[config.mk]
export PLATFORM = sky130hd
export DESIGN_NAME = vend_ctrl
export DESIGN_NICKNAME = d
export VERILOG_FILES = /design/src/rtl/vend_ctrl.sv
export SDC_FILE = /design/constraint.sdc
export NUM_CORES = 1
export LEC_CHECK = 0
export ABC_AREA = 1
export CELL_PAD_IN_SITES_DETAIL_PLACEMENT = 1
export CELL_PAD_IN_SITES_GLOBAL_PLACEMENT = 1
export CORE_MARGIN = 2
export CORE_UTILIZATION = 40
export CTS_CLUSTER_DIAMETER = 40
export DETAILED_ROUTE_END_ITERATION = 6
export GPL_TIMING_DRIVEN = 0
export PLACE_DENSITY_LB_ADDON = 0.1
export SYNTH_ARGS = -nofsm -noshare
export SYNTH_HDL_FRONTEND = slang
export SYNTH_SLANG_ARGS = --single-unit
[constraint.sdc]
create_clock -name clk -period 5.9 [get_ports clk]
set_clock_uncertainty 0.1 [all_clocks]
set_input_delay 0.885 -clock clk [delete_from_list [all_inputs] [get_ports clk]]
set_output_delay 0.885 -clock clk [all_outputs]
set_load 0.03 [all_outputs]
[src/rtl/vend_ctrl.sv]
// Vending transaction controller: item select, coin accumulation, vend/refund, DONE hold.
// Optional buzzer request is compiled in when VEND_BEEP_EN is defined.
module vend_ctrl #(
  parameter int PRICE_0     = 3,
  parameter int PRICE_1     = 5,
  parameter int PRICE_2     = 8,
  parameter int PRICE_3     = 12,
  parameter int HOLD_CYCLES = 150_000_000
) (
  input  logic       clk,
  input  logic       rst_n,
  input  logic       key_item,
  input  logic       coin_1,
  input  logic       coin_5,
  input  logic       key_cancel,
  output logic [6:0] price_put,
  output logic [6:0] price_need,
  output logic [6:0] price_out,
  output logic       vend,
  output logic       reject,
  output logic       beep_req,
  output logic       busy
);

  // state | meaning
  // IDLE  | waiting for item selection or first coin
  // PAY   | accumulating coins toward price_need
  // DONE  | showing result (change or refund) for HOLD_CYCLES clocks
  typedef enum logic [1:0] {S_IDLE, S_PAY, S_DONE} state_t;

  localparam int CW = (HOLD_CYCLES > 1) ? $clog2(HOLD_CYCLES) : 1;
  localparam logic [CW-1:0] HOLD_LAST = CW'(HOLD_CYCLES - 1);

  state_t        state, state_nx;
  logic [1:0]    item, item_nx;
  logic [CW-1:0] hold_cnt, hold_cnt_nx;
  logic [6:0]    put_nx, out_nx, sel_price;
  logic          vend_nx, reject_nx;
  logic [2:0]    coin_sum;
  logic [7:0]    next_put;

  function automatic logic [6:0] price_of(input logic [1:0] idx);
    case (idx)
      2'd0:    return 7'(PRICE_0);
      2'd1:    return 7'(PRICE_1);
      2'd2:    return 7'(PRICE_2);
      default: return 7'(PRICE_3);
    endcase
  endfunction

  always_comb begin
    coin_sum    = {2'b00, coin_1} + (coin_5 ? 3'd5 : 3'd0);
    next_put    = {1'b0, price_put} + {5'b0, coin_sum};
    state_nx    = state;
    item_nx     = item;
    hold_cnt_nx = hold_cnt;
    put_nx      = price_put;
    out_nx      = price_out;
    vend_nx     = 1'b0;
    reject_nx   = 1'b0;
    sel_price   = price_need;
    case (state)
      S_IDLE: begin
        if (key_item) item_nx = item + 2'd1;
        // a coin arriving with key_item is judged against the newly selected price
        sel_price = price_of(item_nx);
        if (coin_sum != 3'd0) begin
          put_nx = {4'b0, coin_sum};
          if ({4'b0, coin_sum} >= sel_price) begin
            out_nx      = {4'b0, coin_sum} - sel_price;
            vend_nx     = 1'b1;
            hold_cnt_nx = '0;
            state_nx    = S_DONE;
          end else begin
            state_nx = S_PAY;
          end
        end
      end
      S_PAY: begin
        if (key_cancel) begin
          out_nx      = price_put;
          hold_cnt_nx = '0;
          state_nx    = S_DONE;
        end else if (coin_sum != 3'd0) begin
          if (next_put > 8'd99) begin
            reject_nx = 1'b1;
          end else begin
            put_nx = next_put[6:0];
            if (next_put >= {1'b0, price_need}) begin
              out_nx      = next_put[6:0] - price_need;
              vend_nx     = 1'b1;
              hold_cnt_nx = '0;
              state_nx    = S_DONE;
            end
          end
        end
      end
      S_DONE: begin
        if (hold_cnt == HOLD_LAST) begin
          put_nx      = 7'd0;
          out_nx      = 7'd0;
          hold_cnt_nx = '0;
          state_nx    = S_IDLE;
        end else begin
          hold_cnt_nx = hold_cnt + 1'b1;
        end
      end
      default: state_nx = S_IDLE;
    endcase
  end

  always_ff @(posedge clk or negedge rst_n) begin
    if (!rst_n) begin
      state      <= S_IDLE;
      item       <= 2'd0;
      hold_cnt   <= '0;
      price_put  <= 7'd0;
      price_out  <= 7'd0;
      price_need <= 7'(PRICE_0);
      vend       <= 1'b0;
      reject     <= 1'b0;
      busy       <= 1'b0;
    end else begin
      state      <= state_nx;
      item       <= item_nx;
      hold_cnt   <= hold_cnt_nx;
      price_put  <= put_nx;
      price_out  <= out_nx;
      price_need <= price_of(item_nx);
      vend       <= vend_nx;
      reject     <= reject_nx;
      busy       <= (state_nx != S_IDLE);
    end
  end

`ifdef VEND_BEEP_EN
  logic beep_nx;

  // accepted coin, vend and cancel collapse into one pulse; vend implies an accepted coin
  always_comb begin
    beep_nx = 1'b0;
    if (state == S_IDLE)
      beep_nx = (coin_sum != 3'd0);
    else if (state == S_PAY)
      beep_nx = key_cancel || ((coin_sum != 3'd0) && (next_put <= 8'd99));
  end

  always_ff @(posedge clk or negedge rst_n) begin
    if (!rst_n) beep_req <= 1'b0;
    else        beep_req <= beep_nx;
  end
`else
  assign beep_req = 1'b0;
`endif

endmodule

* Yosys cells after proc, flatten, opt, wreduce, memory -nomap -nowiden *
Cells that the tools add are included.
W data, S select, Z words.

operators by class
  eq/ne operators = 16
  divide/modulo/power cells = 0
  add/subtract/negate cells = 6
  reduce and logical (&&, ||, !) cells = 9
  $lt $le $gt $ge = 3
  shift-type cells = 0
  bitwise gates (word level) = 0
  mux-type cells = 47
  multiply operators = 0

operators with widths
  kind                     number
  $mux W28                 7
  $mux W7                  12
  $pmux W28 S3             1
  $pmux W7 S3              2
  $add A28 B1 Y28 const B  1
  $eq A28 B28 Y1 const B   1
  $pmux W4 S3              2
  $mux W2                  10
  $ne A2 B2 Y1 const B     6
  $reduce_and A6 Y1        2
  $mux W1                  10
  $ne A3 B3 Y1 const B     3
  $add A7 B3 Y8            1
  $ge A8 B7 Y1             1
  $gt A8 B7 Y1 const B     1
  $ge A3 B7 Y1             1
  $reduce_and A7 Y1        1
  $sub A3 B7 Y7            1
  $sub A7 B7 Y7            1
  $eq A2 B1 Y1 const B     3
  $eq A2 B2 Y1 const B     3
  $logic_not A2 Y1         3
  $pmux W2 S3              1
  $reduce_bool A3 Y1       2
  other kinds (5)          5

word-level totals
  output and inout port bits = 25
  logic and storage cells = 90
  input bits = 6
  memories kept = 0
  latch bits = 0
  register bits after elaboration = 56
  RAM bits = 0
  memory bits (read-only) = 0

* Longest topological paths before layout *
Gate-level depths: netlist of the first run.

  depth after elaboration = 11
  gate-level depth with buffers = 23
  mapped depth without buffers = 23

* Worst setup path before layout of the first run *
No wires, ideal clock.

  path type = input -> register
  from = in coin_1
  to = reg hold_cnt[10]
  data required time = 5.679 ns
  data arrival time = 3.419 ns
  setup time = 0.121 ns
  setup slack = 2.260 ns
  path buffers = 1
  stages on the path = 21
  cells stage by stage = inv_1 -> ha_1 -> ha_1 -> ha_1 -> inv_1 -> nand2_1 -> or2_2 -> nand2_1 -> inv_1 -> ha_1 -> nand3b_1 -> nand3_1 -> a21oi_1 -> nand2_1 -> nor2_1 -> nand2_1 -> nand3_4 -> inv_6 -> buf_6 -> nand2_1 -> o21ai_2

on the way
  word-level cells in the longest chain between the ends = 5
  elaborated cells on any way between the ends = 12
  classes of those cells = add/sub: 2; order compare: 3; eq/ne: 5; reduce/logical: 2

ends and longest elaborated chain
  what                                                 RTL line  text
  start: declaration                                   13        input logic coin_1,
  $add A1 B3 Y3 (*)                                    52        coin_sum = {2'b00, coin_1} + (coin_5 ? 3'd5 : 3'd0);
  $add A7 B3 Y8                                        53        next_put = {1'b0, price_put} + {5'b0, coin_sum};
  $ge A8 B7 Y1 / $gt A8 B7 Y1 (equally long branches)  89, 85
  $ne A3 B3 Y1 (no source line)                        --
  $reduce_and A6 Y1 (no source line) (*)               --
  end signal: assignment                               126       hold_cnt <= hold_cnt_nx;
  end: declaration                                     36        logic [CW-1:0] hold_cnt, hold_cnt_nx;

Every way passes the cells marked *; elsewhere a longest branch is shown, timed or not.
A chain may end at the register's enable or synchronous reset.

* Worst setup path after layout of the first run *
  from = in coin_5
  to = reg hold_cnt[3]

on the way
  word-level cells in the longest chain between the ends = 6
  elaborated cells on any way between the ends = 13
  classes of those cells = add/sub: 2; order compare: 3; eq/ne: 5; mux: 1; reduce/logical: 2

ends and longest elaborated chain
  what                                                 RTL line  text
  start: declaration                                   14        input logic coin_5,
  $mux W3 (*)                                          52
  $add A1 B3 Y3 (*)                                    52
  $add A7 B3 Y8                                        53
  $ge A8 B7 Y1 / $gt A8 B7 Y1 (equally long branches)  89, 85
  $ne A3 B3 Y1 (no source line)                        --
  $reduce_and A6 Y1 (no source line) (*)               --

Marked as above.

==> results of run 1 <==
==> through the flow <==
step | worst slack, ns | util, %
after floorplan | 2.260 | -
after global placement | 1.126 | 45.53
after detailed placement | 1.056 | 45.69
after CTS | 1.413 | 46.61
after global routing | 1.101 | 46.61
final | 1.390 | 46.61
==> worst min-delay path by stage <==
stage / from / endpoint
floorplan: hold_cnt[27] / hold_cnt[27]
global placement: price_out[1] / price_out[1]
detailed placement: price_out[1] / price_out[1]
CTS: rst_n / hold_cnt[7]
global route: rst_n / hold_cnt[5]
finish: rst_n / hold_cnt[5]
==> layout make-up <==
type                            instances  area (um2)
Buffer                                 16       121.4
Clock buffer                            8       90.09
Fill cell                            1305        5219
Inverter                               87       331.6
Multi-Input combinational cell        415        2277
Sequential cell                        52        1304
Tap cell                              133       166.4
Timing Repair Buffer                   26       265.3
==> cells by family after synthesis <==
group,Yosys count
other,1
and+or+nand+nor,292
buffers and inverters,103
adders and majority gates,20
DFF,52
AOI/OAI and AO/OA,74
xor gates and xnor gates,25
==> worst max-delay path, stage by stage <==
cell and delay [ns]:
sky130_fd_sc_hd__clkdlybuf4s50_1 0.58, sky130_fd_sc_hd__inv_1 0.08, sky130_fd_sc_hd__ha_1 0.30, sky130_fd_sc_hd__ha_1 0.25
sky130_fd_sc_hd__ha_1 0.20, sky130_fd_sc_hd__inv_1 0.05, sky130_fd_sc_hd__nand2_1 0.07, sky130_fd_sc_hd__or2_2 0.28
sky130_fd_sc_hd__nand2_1 0.13, sky130_fd_sc_hd__inv_1 0.06, sky130_fd_sc_hd__ha_1 0.35, sky130_fd_sc_hd__nand3b_1 0.16
sky130_fd_sc_hd__nand3_1 0.11, sky130_fd_sc_hd__a21oi_1 0.13, sky130_fd_sc_hd__nand2_1 0.06, sky130_fd_sc_hd__nor2_1 0.27
sky130_fd_sc_hd__nand2_1 0.15, sky130_fd_sc_hd__nand3_4 0.16, sky130_fd_sc_hd__inv_6 0.08, sky130_fd_sc_hd__buf_8 0.15
sky130_fd_sc_hd__nand2_1 0.08, sky130_fd_sc_hd__o21ai_2 0.05
==> placed cells by master, fill, tap and decap left out, types with 3 or more instances in the layout <==
| master | Yosys | layout |
|---|---|---|
| sky130_fd_sc_hd__a21o_1 | 3 | 3 |
| sky130_fd_sc_hd__a21oi_1 | 14 | 14 |
| sky130_fd_sc_hd__buf_4 | 7 | 7 |
| sky130_fd_sc_hd__buf_6 | 3 | 3 |
| sky130_fd_sc_hd__clkbuf_1 | 4 | 6 |
| sky130_fd_sc_hd__clkbuf_8 | 0 | 6 |
| sky130_fd_sc_hd__clkdlybuf4s50_1 | 0 | 24 |
| sky130_fd_sc_hd__conb_1 | 1 | 4 |
| sky130_fd_sc_hd__dfrtp_1 | 50 | 50 |
| sky130_fd_sc_hd__ha_1 | 19 | 19 |
| sky130_fd_sc_hd__inv_1 | 81 | 81 |
| sky130_fd_sc_hd__inv_2 | 3 | 3 |
| sky130_fd_sc_hd__nand2_1 | 160 | 160 |
| sky130_fd_sc_hd__nand2_2 | 4 | 4 |
| sky130_fd_sc_hd__nand3_1 | 31 | 31 |
| sky130_fd_sc_hd__nand3b_1 | 3 | 3 |
| sky130_fd_sc_hd__nand4_1 | 17 | 17 |
| sky130_fd_sc_hd__nor2_1 | 41 | 41 |
| sky130_fd_sc_hd__nor3_1 | 20 | 20 |
| sky130_fd_sc_hd__nor4_1 | 6 | 6 |
| sky130_fd_sc_hd__o21ai_0 | 16 | 16 |
| sky130_fd_sc_hd__o21ai_1 | 10 | 10 |
| sky130_fd_sc_hd__o21ai_2 | 23 | 23 |
| sky130_fd_sc_hd__o22ai_1 | 3 | 3 |
| sky130_fd_sc_hd__xnor2_1 | 3 | 3 |
| sky130_fd_sc_hd__xor2_1 | 21 | 21 |
==> routing by layer <==
layer,part of all wire [%],vias up
li1,-,1888
met1,42,1841
met2,54,46
met3,2.1,22
met4,2.4,0
met5,0,-
==> sequential cells by signal, summed over array words and instances, names as in the netlist <==
signal	cells
hold_cnt	28
price_out	7
price_put	7
price_need	3
item	2
state	2
busy	1
reject	1
vend	1
==> power groups by stage <==
| stage | Sequential (mW) | Combinational (mW) | Clock (mW) |
|---|---|---|---|
| final | 0.492 | 1.37 | 0.223 |
| after global routing | 0.501 | 1.53 | 0.246 |
| after CTS | 0.493 | 1.39 | 0.237 |
| after detailed placement | 0.500 | 1.38 | 0 |
| after global placement | 0.496 | 1.35 | 0 |
| after floorplan | 0.575 | 0.889 | 0 |
==> reports/metrics.csv, run 1 <==
metric;value;unit
status;finished, final reports clean;
sum of net half-perimeters after detailed placement;9428;um
Yosys warning total;0;
Cell Count Post-Placement;729;
post-synthesis instance area;0.004023;mm2
post-CTS setup-driven buffer insertion count;0;
endpoint of the most critical setup path;hold_cnt[3];
EDFF count, synth;0;
required time at the endpoint of the critical path;6.03;ns
Int Pwr;1.004;mW
worst setup path startpoint;coin_5;
Hold WC Path Type;in2async;
boundary pin count;31;
number of inserted diodes;0;
First-pass DRT Iterations;4;
sequential fraction of the synthesis area;32.41;%
CP Launch Type;primary input;
clock net sink count;52;
average wire length per cell after detail routing;15.80;um
IO buf count;25;
maximum buffer depth of the clock tree;2;
GR Layer Usage met1;25.72;%
share of the synthesized netlist area taken by xor and xnor gates;5.630;%
non-filler cells, final;737;
overall routing resource usage;23.00;%
fraction of synthesis flops using an asynchronous set or reset pin;100.0;%
biggest area consumer among synthesized cells;sky130_fd_sc_hd__dfrtp_1;
setup repair after global routing missed its margin;false;
library cells used by synthesis;42;
hold_ws;0.3652;ns
global-route wire length before repair;20020;um
endpoint kind of the worst setup timing path;register;
placement row count;36;
cts bufs inserted;5;
initial cell density of the core;41.15;%
instance count of the mapped netlist;567;
clock power share;10.7;%
crit path DAT;4.64;ns
share of synthesized cell area in and, or, nand and nor gates;32.16;%
share of Yosys cell area claimed by the top area cell type;31.10;%
total power consumption of the routed design;2.081;mW
via count of the first global-routing pass;4073;
reg-to-reg setup timing slack;2.44;ns
max-cap check violation count;0;
GR peak layer;met2;
clock tree from TritonCTS;yes;
Worst VDD drop;0.3136;mV
terminus of the critical flop-to-flop path;hold_cnt[3];
Final Max Slew Viols;0;
global routing met3 resource utilization;3.446;%
core box area;0.009774;mm2
Max-Slew Margin vs Limit;55.87;%
largest cells by area after synthesis;sky130_fd_sc_hd__dfrtp_1 31%, sky130_fd_sc_hd__nand2_1 15%, sky130_fd_sc_hd__inv_1 7.6%;
sw power;1.077;mW
GR Layer Usage met2;43.93;%
# DRC;0;
Setup Crit Path Kind;in2reg;
detail-routed via count per cell;5.152;
leakage power of the design;2.121;nW
total number of vias;3797;
Post-Syn Area per Cell;7.095;um2
Compound-Gate Fraction of Synth Area;12.04;%
count of state elements after synthesis;52;
Area after DPL;0.004466;mm2
commonest register cell after synthesis;sky130_fd_sc_hd__dfrtp_1;
maximum number of pins on one net before global-route repair;39;
share of post-route cells with drive strength above 1;10.10;%
number of antenna violations at the first check in global routing;0;
clock-pin transition on the worst setup and hold timing paths;0.10;ns
cell at the root of the clock tree;sky130_fd_sc_hd__clkbuf_8;
antenna-violating nets left;0;
layout overhead on the synthesized area;13.25;%
combinational group share of total power;65.6;%
aggregate routed wire length;11640;um
Adder-Cell Fraction of Synth Area;6.407;%
number of nets in the final layout;629;
area enclosed by the die boundary;0.01087;mm2
final RePlAce weighted congestion;0.9764;
most frequent cells after synthesis;160 x sky130_fd_sc_hd__nand2_1, 81 x sky130_fd_sc_hd__inv_1, 50 x sky130_fd_sc_hd__dfrtp_1;
number of cells upsized or downsized after cts;0;
part of the cycle the worst path needs;76.44;%
dominant combinational cell family by area after synthesis;simple AND/OR/NAND/NOR gates;
library cell with the highest instance count after synthesis;sky130_fd_sc_hd__nand2_1;
clock insertion delay at the later pin of the skew report;0.33;ns
1st-iter DRT viols;89;
Final Hold Viols;0;
total setup violations reported at the end of the flow;0;
multiplexer area fraction after synthesis;0;%
Worst Reg-to-Reg Cells;20;
maximum fanout along the worst path;10;
PwrDens;456.7;mW/mm2
Peak Freq;0.2217;GHz
Max H-tree Level;2;
die width;104.3;um
Net Sw Frac;51.75;%
total gr overflow;0;
Reg2Reg Launch Point;price_put[2];
Tmin final;4.510;ns
share of power burned in registers;23.6;%
CTS Hold Bufs;0;
final total negative setup slack;0;ns
cell area after layout;0.004556;mm2
die height;104.3;um
Slew @ Worst Pin;0.6559;ns
Note: power is estimated with default switching activity, not from simulation.
==> run 2: changes to the inputs <==
--- a/config.mk
+++ b/config.mk
@@ -9,7 +9,7 @@
 export CELL_PAD_IN_SITES_DETAIL_PLACEMENT = 1
 export CELL_PAD_IN_SITES_GLOBAL_PLACEMENT = 1
 export CORE_MARGIN = 2
-export CORE_UTILIZATION = 40
+export CORE_UTILIZATION = 39
 export CTS_CLUSTER_DIAMETER = 40
 export DETAILED_ROUTE_END_ITERATION = 6
 export GPL_TIMING_DRIVEN = 0
==> constraint.sdc (replaced) <==
create_clock -name clk -period 3.83 [get_ports clk]
set_clock_uncertainty 0.1 [all_clocks]
set_input_delay 0.5745 -clock clk [delete_from_list [all_inputs] [get_ports clk]]
set_output_delay 0.5745 -clock clk [all_outputs]
set_load 0.03 [all_outputs]
==> reports/metrics.csv, run 2 (synthesis results as in run 1) <==
metric;value;unit;change
maximum number of pins on one net before global-route repair;38;;was 39
clock net sink count;52;;unchanged
IO buf count;25;;unchanged
Worst VDD drop;0.4320;mV;was 0.3136 mV
1st-iter DRT viols;125;;was 89
Int Pwr;1.648;mW;was 1.004 mW
area of combinational cells with multiple inputs;0.002317;mm2;was 0.002277 mm2
Max-Slew Margin vs Limit;54.12;%;was 55.87%
maximum fanout along the worst path;10;;unchanged
max-cap check violation count;0;;unchanged
largest registers;hold_cnt x28, price_out x7, price_put x7;;unchanged
cts bufs inserted;5;;unchanged
share of post-route cells with drive strength above 1;12.32;%;was 10.10%
list of cells traversed by the critical path;dlygate4sd2_1 > inv_1 > ha_1 > ha_2 > ha_1 > inv_1 > nand2_1 > or2_2 > nand2_2 > inv_1 > ha_4 > nand3b_1 > nand3_1 > a21oi_2 > nand2_1 > nor2_4 > nand2_2 > nand3_4 > inv_6 > buf_6 > nand2_1 > o21ai_2;;was clkdlybuf4s50_1 > inv_1 > ha_1 > ha_1 > ha_1 > inv_1 > nand2_1 > or2_2 > nand2_1 > inv_1 > ha_1 > nand3b_1 > nand3_1 > a21oi_1 > nand2_1 > nor2_1 > nand2_1 > nand3_4 > inv_6 > buf_8 > nand2_1 > o21ai_2
final core utilization;45.54;%;was 46.61%
First-pass DRT Iterations;4;;unchanged
leakage power of the design;2.153;nW;was 2.121 nW
GR Layer Usage met2;43.69;%;was 43.93%
Hold WC Path Type;in2async;;unchanged
global routing met3 resource utilization;4.205;%;was 3.446%
initial cell density of the core;39.50;%;was 41.15%
detail-routed via count per cell;5.034;;was 5.152
number of nets in the final layout;634;;was 629
core box area;0.01018;mm2;was 0.009774 mm2
required time at the endpoint of the critical path;3.96;ns;was 6.03 ns
filler cell count in the final layout;1326;;was 1305
clock power share;10.6;%;was 10.7%
layout overhead on the synthesized area;15.30;%;was 13.25%
overall routing resource usage;23.24;%;was 23.00%
number of inserted diodes;0;;unchanged
die width;105.6;um;was 104.3 um
leading cell type in the layout, fill and taps excluded;sky130_fd_sc_hd__nand2_1;;unchanged
total number of vias;3750;;was 3797
clock tree from TritonCTS;yes;;unchanged
crit path DAT;3.64;ns;was 4.64 ns
commonest cells after routing, fill and taps aside;157 x sky130_fd_sc_hd__nand2_1, 81 x sky130_fd_sc_hd__inv_1, 50 x sky130_fd_sc_hd__dfrtp_1, 40 x sky130_fd_sc_hd__nor2_1, 31 x sky130_fd_sc_hd__nand3_1;;was 160 x sky130_fd_sc_hd__nand2_1, 81 x sky130_fd_sc_hd__inv_1, 50 x sky130_fd_sc_hd__dfrtp_1, 41 x sky130_fd_sc_hd__nor2_1, 31 x sky130_fd_sc_hd__nand3_1
Peak Freq;0.2852;GHz;
final RePlAce weighted congestion;0.8771;;was 0.9764
aggregate routed wire length;11850;um;was 11640 um
clock insertion delay at the later pin of the skew report;0.34;ns;was 0.33 ns
number of antenna violations at the first check in global routing;0;;unchanged
placement row count;37;;was 36
Net Sw Frac;51.09;%;was 51.75%
average wire length per cell after detail routing;15.91;um;was 15.80 um
area enclosed by the die boundary;0.01114;mm2;was 0.01087 mm2
PwrDens;726.6;mW/mm2;was 456.7 mW/mm2
share of power burned in registers;22.5;%;was 23.6%
Tmin final;3.507;ns;
boundary pin count;31;;unchanged
Sequential cell area;0.001304;mm2;unchanged
flip-flop count of the largest register, all copies and words added;28;;unchanged
total setup violations reported at the end of the flow;0;;unchanged
Most flops, register;hold_cnt;;unchanged
Final Hold Viols;0;;unchanged
final total negative setup slack;0;ns;unchanged
# DRC;0;;unchanged
Max H-tree Level;2;;unchanged
total gr overflow;0;;unchanged
Critical Path Slowest Stage Cell;sky130_fd_sc_hd__ha_1;;was sky130_fd_sc_hd__clkdlybuf4s50_1
via count of the first global-routing pass;4174;;was 4073
buffers plus inverters on the worst setup path;6;;unchanged
die height;105.6;um;was 104.3 um
GR Layer Usage met1;26.18;%;was 25.72%
biggest cell delay along the critical path;0.31;ns;was 0.58 ns
Setup Crit Path Kind;in2reg;;unchanged
sw power;1.722;mW;was 1.077 mW
status;finished, final reports clean;;unchanged
cell at the root of the clock tree;sky130_fd_sc_hd__clkbuf_8;;unchanged
clock-pin transition on the worst setup and hold timing paths;0.10;ns;about the same
setup repair after global routing missed its margin;false;;unchanged
combinational group share of total power;67.0;%;was 65.6%
Final Max Slew Viols;0;;unchanged
part of the cycle the worst path needs;91.56;%;
CP Launch Type;primary input;;unchanged
antenna-violating nets left;0;;unchanged
global-route wire length before repair;20510;um;was 20020 um
maximum buffer depth of the clock tree;2;;unchanged
Slew @ Worst Pin;0.6819;ns;was 0.6559 ns
sum of net half-perimeters after detailed placement;9461;um;was 9428 um
endpoint kind of the worst setup timing path;register;;unchanged
top cell family by delay on the critical path;simple AND/OR/NAND/NOR gates;;unchanged
GR peak layer;met2;;unchanged
==> run 2: path summary, 6_finish.rpt <==
kind	start	end	slack (ns)	cells past startpoint
max in group asynchronous	rst_n	price_need[0]	2.96	2
worst min register to register	price_out[1]	price_out[1]	0.38	2
min in group clk	price_out[1]	price_out[1]	0.38	2
worst max-delay path	coin_5	hold_cnt[10]	0.32	22
worst min-delay path	rst_n	hold_cnt[10]	0.05	1
worst max register to register	price_put[2]	hold_cnt[10]	0.71	20
==> run 2: layer usage <==
metal  routed length [um]  part of all wire [%]  vias up
met4                  312                   2.6        0
met1                 5042                    43     1805
met5                    0                     0        -
met2                 6278                    53       34
met3                  221                   1.9       21
li1                     -                     -     1890
==> run 2: what timing repair did <==
item                                    in CTS  in global routing
pin swaps                                    2                  4
endpoints found under the setup margin      38                 39
buffers inserted                             2                  3
hold buffers                                 0                  0
gates resized for setup                      6                  6
==> run 2: stage by stage <==
step                total power, mW  setup slack (ns)  instance area (um2)  std cells  hold WS [ns]
finish                        3.370            0.3234                 4638        745       0.05388
global route                  3.695           0.05984                 4638        745       0.06916
CTS                           3.332           0.04933                 4597        742       0.05716
detailed placement            2.889           -0.6898                 4469        732        0.3629
global placement              2.837           -0.5974                 4454        731        0.3610
floorplan                     2.256            0.5006                 4034        570        0.1789
==> run 2: power by group through the flow <==
stage          Combinational [mW]  Clock, mW  Sequential, mW
3_5_place_dp                 2.12          0           0.767
6_report                     2.26      0.356           0.757
5_1_grt                      2.53      0.386           0.775
3_3_place_gp                 2.07          0           0.765
2_1_floorplan                1.37          0           0.886
4_1_cts                      2.20      0.369           0.758
==> run 2: final cells by class <==
| cell class | instances | area share [%] |
|---|---|---|
| Clock buffer | 8 | 1.942 |
| Sequential cell | 52 | 28.11 |
| Timing Repair Buffer | 31 | 6.555 |
| Multi-Input combinational cell | 415 | 49.96 |
| Inverter | 87 | 7.149 |
| Tap cell | 136 | 3.669 |
| Buffer | 16 | 2.617 |
